--- config.mk ---
export PLATFORM = sky130hd
export DESIGN_NAME = pipeline_ctrl
export DESIGN_NICKNAME = d
export VERILOG_FILES = /design/src/rtl/pipeline_ctrl.sv
export SDC_FILE = /design/constraint.sdc
export NUM_CORES = 1
export LEC_CHECK = 0
export ABC_AREA = 1
export CORE_ASPECT_RATIO = 0.8
export CORE_MARGIN = 1.5
export CORE_UTILIZATION = 35
export DETAILED_ROUTE_END_ITERATION = 6
export MAX_ROUTING_LAYER = met4
export PLACE_DENSITY = 0.66
export SETUP_SLACK_MARGIN = 0.1
export SLEW_MARGIN = 10
export SYNTH_ARGS = -nofsm -noshare
export SYNTH_HDL_FRONTEND = slang
export SYNTH_SLANG_ARGS = --single-unit
--- constraint.sdc ---
create_clock -name clk -period 1.8 [get_ports clk]
set_clock_uncertainty 0.2 [all_clocks]
set_input_delay 0.18 -clock clk [delete_from_list [all_inputs] [get_ports clk]]
set_output_delay 0.18 -clock clk [all_outputs]
set_load 0.1 [all_outputs]
--- src/rtl/pipeline_ctrl.sv ---
// pipeline_ctrl: IDLE/RUN/HALT sequencer for a 5-stage pipeline.
// Decodes load-use stalls, branch flushes and syscall halts.
module pipeline_ctrl (
    input  logic        clk,
    input  logic        RST,
    input  logic        start,
    input  logic [4:0]  ID_rs,
    input  logic [4:0]  ID_rt,
    input  logic        ID_use_rs,
    input  logic        ID_use_rt,
    input  logic        EX_valid,
    input  logic        EX_load,
    input  logic [4:0]  EX_rd,
    input  logic        branch_taken,
    input  logic        halt_req,
    input  logic        resume,
    output logic        PC_EN,
    output logic        IFID_EN,
    output logic        IFID_CLR,
    output logic        IDEX_CLR,
    output logic        EXMEM_CLR,
    output logic [1:0]  state,
    output logic [31:0] cycle_cnt,
    output logic [15:0] stall_cnt,
    output logic [15:0] flush_cnt
);

    localparam logic [1:0] S_IDLE = 2'd0;
    localparam logic [1:0] S_RUN  = 2'd1;
    localparam logic [1:0] S_HALT = 2'd2;

    logic       luh;
    logic       rs_hit;
    logic       rt_hit;
    logic [1:0] next_state;
    logic       inc_stall;
    logic       inc_flush;

    // Load in EX whose result is needed by the instruction in ID.
    always_comb begin
        rs_hit = ID_use_rs & (ID_rs == EX_rd);
        rt_hit = ID_use_rt & (ID_rt == EX_rd);
        luh    = EX_valid & EX_load & (EX_rd != 5'd0) & (rs_hit | rt_hit);
    end

    // Output and next-state decode; branch beats stall beats halt in RUN.
    always_comb begin
        PC_EN      = 1'b0;
        IFID_EN    = 1'b0;
        IFID_CLR   = 1'b1;
        IDEX_CLR   = 1'b1;
        EXMEM_CLR  = 1'b1;
        next_state = S_IDLE;
        inc_stall  = 1'b0;
        inc_flush  = 1'b0;
        case (state)
            S_IDLE: begin
                if (start) next_state = S_RUN;
            end
            S_RUN: begin
                next_state = S_RUN;
                EXMEM_CLR  = 1'b0;
                if (branch_taken) begin
                    PC_EN     = 1'b1;
                    IFID_EN   = 1'b1;
                    inc_flush = 1'b1;
                end else if (luh) begin
                    IFID_CLR  = 1'b0;
                    inc_stall = 1'b1;
                end else if (halt_req) begin
                    IFID_CLR   = 1'b0;
                    IDEX_CLR   = 1'b0;
                    next_state = S_HALT;
                end else begin
                    PC_EN    = 1'b1;
                    IFID_EN  = 1'b1;
                    IFID_CLR = 1'b0;
                    IDEX_CLR = 1'b0;
                end
            end
            S_HALT: begin
                EXMEM_CLR = 1'b0;
                if (resume) begin
                    next_state = S_RUN;
                end else begin
                    IFID_CLR   = 1'b0;
                    next_state = S_HALT;
                end
            end
            default: begin
                next_state = S_IDLE;
            end
        endcase
        if (RST) begin
            PC_EN     = 1'b0;
            IFID_EN   = 1'b0;
            IFID_CLR  = 1'b1;
            IDEX_CLR  = 1'b1;
            EXMEM_CLR = 1'b1;
        end
    end

    // State register and saturating event counters.
    always_ff @(posedge clk) begin
        if (RST) begin
            state     <= S_IDLE;
            cycle_cnt <= 32'd0;
            stall_cnt <= 16'd0;
            flush_cnt <= 16'd0;
        end else begin
            state <= next_state;
            if (state == S_RUN) cycle_cnt <= cycle_cnt + 32'd1;
            if (inc_stall && stall_cnt != 16'hFFFF)
                stall_cnt <= stall_cnt + 16'd1;
            if (inc_flush && flush_cnt != 16'hFFFF)
                flush_cnt <= flush_cnt + 16'd1;
        end
    end

endmodule
Word-level counts from Yosys, hierarchy flattened
Cells that the tools add are included.
- $add $sub $neg: 3
- eq/ne operators: 6
- multiplexer cells: 24
- bitwise logic cells: 6
- reductions and logical operators: 5
- operators by type and width (operator ; number):
    16-bit by 1-bit adder with 16-bit output (second input constant) ; 2
    32-bit by 1-bit adder with 32-bit output (second input constant) ; 1
    16-bit != test (second input constant) ; 2
    1-bit 2-to-1 mux ; 18
    5-bit equality test ; 2
    2-bit 2-to-1 mux ; 4
    2-bit case mux with 3 select lines ; 1
    1-bit AND ; 5
    5-bit nonzero test ; 1
    2-bit by 1-bit equality test with 1-bit output (second input constant) ; 1
    2-bit equality test (second input constant) ; 1
    1-bit logical AND ; 2
    2-bit logical NOT ; 1
    1-bit case mux with 2 select lines ; 1
    2-bit OR reduction ; 1
    1-bit OR ; 1
- register bits: 66
- input bits: 25
- word-level logic and storage cells: 48

Longest topological paths before layout
- depth in word-level cells: 8
- gate-level depth with buffers: 11
- gate-level depth less buffers: 11

Worst setup path after synthesis
No wires, ideal clock.
- path type: flip-flop to output port
- start point: register state[0]
- end point: output PC_EN
- arrival time: 4.094 ns
- data required time: 1.420 ns
- path slack: -2.674 ns
- cell stages (with the launch flop): 5
- buffers on the path: 1
- cell sequence: dfxtp_1 -> ha_1 -> inv_1 -> nor3_1 -> buf_4
- word-level cells in the longest chain between the ends: 3
- RTL lines (item ; RTL line ; text):
    start: declaration ; 22 ; output logic [1:0] state,
    start signal: assignment ; 111 ; state <= next_state;
    2-bit by 1-bit equality test with 1-bit output ; n/a ;
    1-bit 2-to-1 mux (2 in series) ; n/a ;
    end: declaration ; 17 ; output logic PC_EN,
No other way between the ends.

Worst setup path after layout
- start point: register state[1]
- end point: register cycle_cnt[11]
- word-level cells in the longest chain between the ends: 1
- RTL lines (item ; RTL line ; text):
    2-bit by 1-bit equality test with 1-bit output ; 112 ; if (state == S_RUN) cycle_cnt <= cycle_cnt + 32'd1;
    end signal: assignment ; 112 ;
    end: declaration ; 23 ; output logic [31:0] cycle_cnt,
No other way between the ends.
A chain may end at the register's enable or synchronous reset.

==> impl_metrics.ini <==
[status]
outcome = complete, but fails checks
violations = setup timing

[finish]
layout-drive-gt1-share_pct = 54.1
num_antenna_cells = 0
fillerInstances = 834
final_area_um2 = 7580
multiInputGateArea_um2 = 2930
nets = 796
area_growth_pct = 94.9
fin_util_pct = 69.9
seqCellArea_um2 = 1530

[timing]
relSlewSlack_pct = 76.6
fin_crit_ps = 1850
slew_viol_final = 0
hold_viol_final = 0
tns_ps = -115
setup_violations = 3
rsz0062_at_grt = yes
worst_pin_slew_ps = 350
period_share_pct = 103
fmax_mhz = 541
setup_slack_ps = -49.8

[floorplan]
die_w_um = 121
row_count = 34
core_area_um2 = 10800
num_io_pins = 96
start_util_pct = 35.8
dieArea_um2 = 11800
die_height_um = 97.3

[yosys]
ys_seq_area_share_pct = 34.0
syn_inst = 590
synth_area_leaders = dfxtp_1 (34%), nand2_1 (14%), nor2_1 (7.9%)
synth_top_area_share_pct = 34.0
synth.distinct_cells = 34
yosys_register_bits = 66
syn_area_um2 = 3890
synth_nets = 622
synth_top_area_cell = dfxtp_1
synth.avg_cell_area_um2 = 6.59
yosys_warnings = 0

[placement]
port_buffers = 95
gp_congestion = 0.917
detailed_place_hpwl_um = 8990
place_area_um2 = 6350

[setup_path]
cp_cell_sequence = inv_4, ha_4, buf_12, nand4_1, nor2_2, nand2_2, nor2_4, nand2_4, buf_4, a21oi_2
start_kind = flop
cpLargestDelayFamily = simple AND/OR/NAND/NOR gates
max_stage_delay_ps = 350
cp_data_arrival_time_ps = 1910
worstPathRequired_ps = 1860
critical_path_class = reg -> reg
cp_slowest_cell = dfxtp_4
crit_buf_inv = 3
path_max_fanout = 4
cp-end-kind = flop

[cts]
cts_tree = done
cts_buffer_depth = 2
insertion_delay_ps = 330
hold_buffers = 0
htree_levels = 3
cts_buffers = 9
clkSinkCount = 66
path_clk_slew_ps = 50
root_buffer = clkbuf_16

[detailed_routing]
drtIter0Drc = 298
drt_wl_total_um = 13800
routedWlPerCell_um = 15.1
vias = 4667
dr.pass1.iters = 5
via_per_inst = 5.11
ant_nets = 0
drc = 0

[grt]
grt_overflow_total = 0
grt_pass1_vias = 4521
antenna_found_initial = 0
grt_pass1_wl_um = 21900
grt_max_degree = 21
grt_usage_pct = 23.9

[flow_run]
max_cap_viol_count = 0

[power]
power_density_nw_per_um2 = 509
leakage_uw = 0.00323
vdd_drop_max_uv = 458
fin_total_pwr_uw = 3860

[hold_path]
hp-class = in -> reg
sequential cells by signal (all words and copies together) (netlist names):
register and cells:
cycle_cnt 32, state 2, flush_cnt 16, stall_cnt 16
cell type report:
class / count / share of cell area [%]
Inverter: 77 / 3.99
Tap cell: 144 / 2.38
Clock inverter: 2 / 0.165
Timing Repair Buffer: 173 / 30.5
Sequential cell: 66 / 20.2
Clock buffer: 14 / 4.18
Multi-Input combinational cell: 437 / 38.6
synth_stat cells, drive strengths merged:
cell type and count:
nor2 89, o21ai 25, nand3b 2, or2 1, clkbuf 7, a21oi 44, ha 7, nand2 164
xor2 14, inv 77, xnor2 11, o21bai 1, nor3 25, nand4 18, nor4 1, o21a 2
nand3 30, and2 1, dfxtp 66, buf 5
per-layer routing:
layer | track usage, % | share of wire (%)
met1 | 28.9 | 41
met2 | 39.9 | 50
met3 | 5.16 | 6.5
met4 | 7.33 | 2.3
met5 | - | 0
power by group:
part | switching (uW) | internal, uW
Clock | 651 | 1210
Combinational | 337 | 239
Sequential | 21.9 | 1400
worst min-delay path: stages:
cell,delay [ps]
dlymetal6s2s_1,220
inv_1,130
nand3_1,80
nand2_1,80
a21oi_2,50
cells by family (layout without fill, tap and decap cells):
| logic type | count (synthesis) | count (layout) | share of synthesized area [%] |
|---|---|---|---|
| AOI/OAI and AO/OA | 72 | 72 | 10.4 |
| xor gates and xnor gates | 25 | 25 | 5.63 |
| adders and majority gates | 7 | 7 | 2.25 |
| buffers and inverters | 89 | 266 | 9.49 |
| DFF | 66 | 66 | 34.0 |
| and+or+nand+nor | 331 | 333 | 38.2 |
stage by stage:
stage               hold slack (ps)  std cells  setup WS (ps)
CTS                             280        897          -49.3
floorplan                       129        590           -447
finish                          267        913          -49.8
global route                    286        913           -117
global placement                269        853           -305
detailed placement              271        853           -352
repair_timing:
action,in CTS,in global routing
cloned,3,0
pin swaps,49,59
setup endpoints to repair,45,63
gates resized for setup,87,113
buffers inserted,25,19
worst paths after layout:
check                                  start                    endpoint  slack (ps)  cells past startpoint
setup / recovery         state[1]$_SDFF_PP0_  cycle_cnt[11]$_SDFFE_PP0N_         -50                     10
hold / removal                  branch_taken         state[0]$_SDFF_PP0_         270                      5
setup reg to reg         state[1]$_SDFF_PP0_  cycle_cnt[11]$_SDFFE_PP0N_         -50                     10
hold reg to reg   cycle_cnt[12]$_SDFFE_PP0N_  cycle_cnt[12]$_SDFFE_PP0N_         280                      1
cell usage in the layout (no fill, tap or decap), types with 11 or more instances in the layout:
cell type / netlist / routed
a21oi_1: 34 / 23
a21oi_2: 10 / 20
buf_12: 1 / 77
buf_4: 3 / 60
buf_6: 1 / 11
clkbuf_16: 0 / 12
clkbuf_2: 0 / 15
dfxtp_2: 0 / 12
dfxtp_4: 0 / 52
inv_1: 72 / 61
inv_2: 5 / 12
nand2_1: 149 / 109
nand2_2: 14 / 34
nand2_4: 1 / 22
nand3_1: 29 / 18
nand4_1: 17 / 17
nor2_1: 82 / 61
nor2_2: 5 / 14
nor2_4: 2 / 14
nor3_2: 2 / 11
o21ai_1: 2 / 12
xnor2_1: 11 / 11
xor2_1: 14 / 14
No activity file was read; power rests on OpenSTA's default activity.
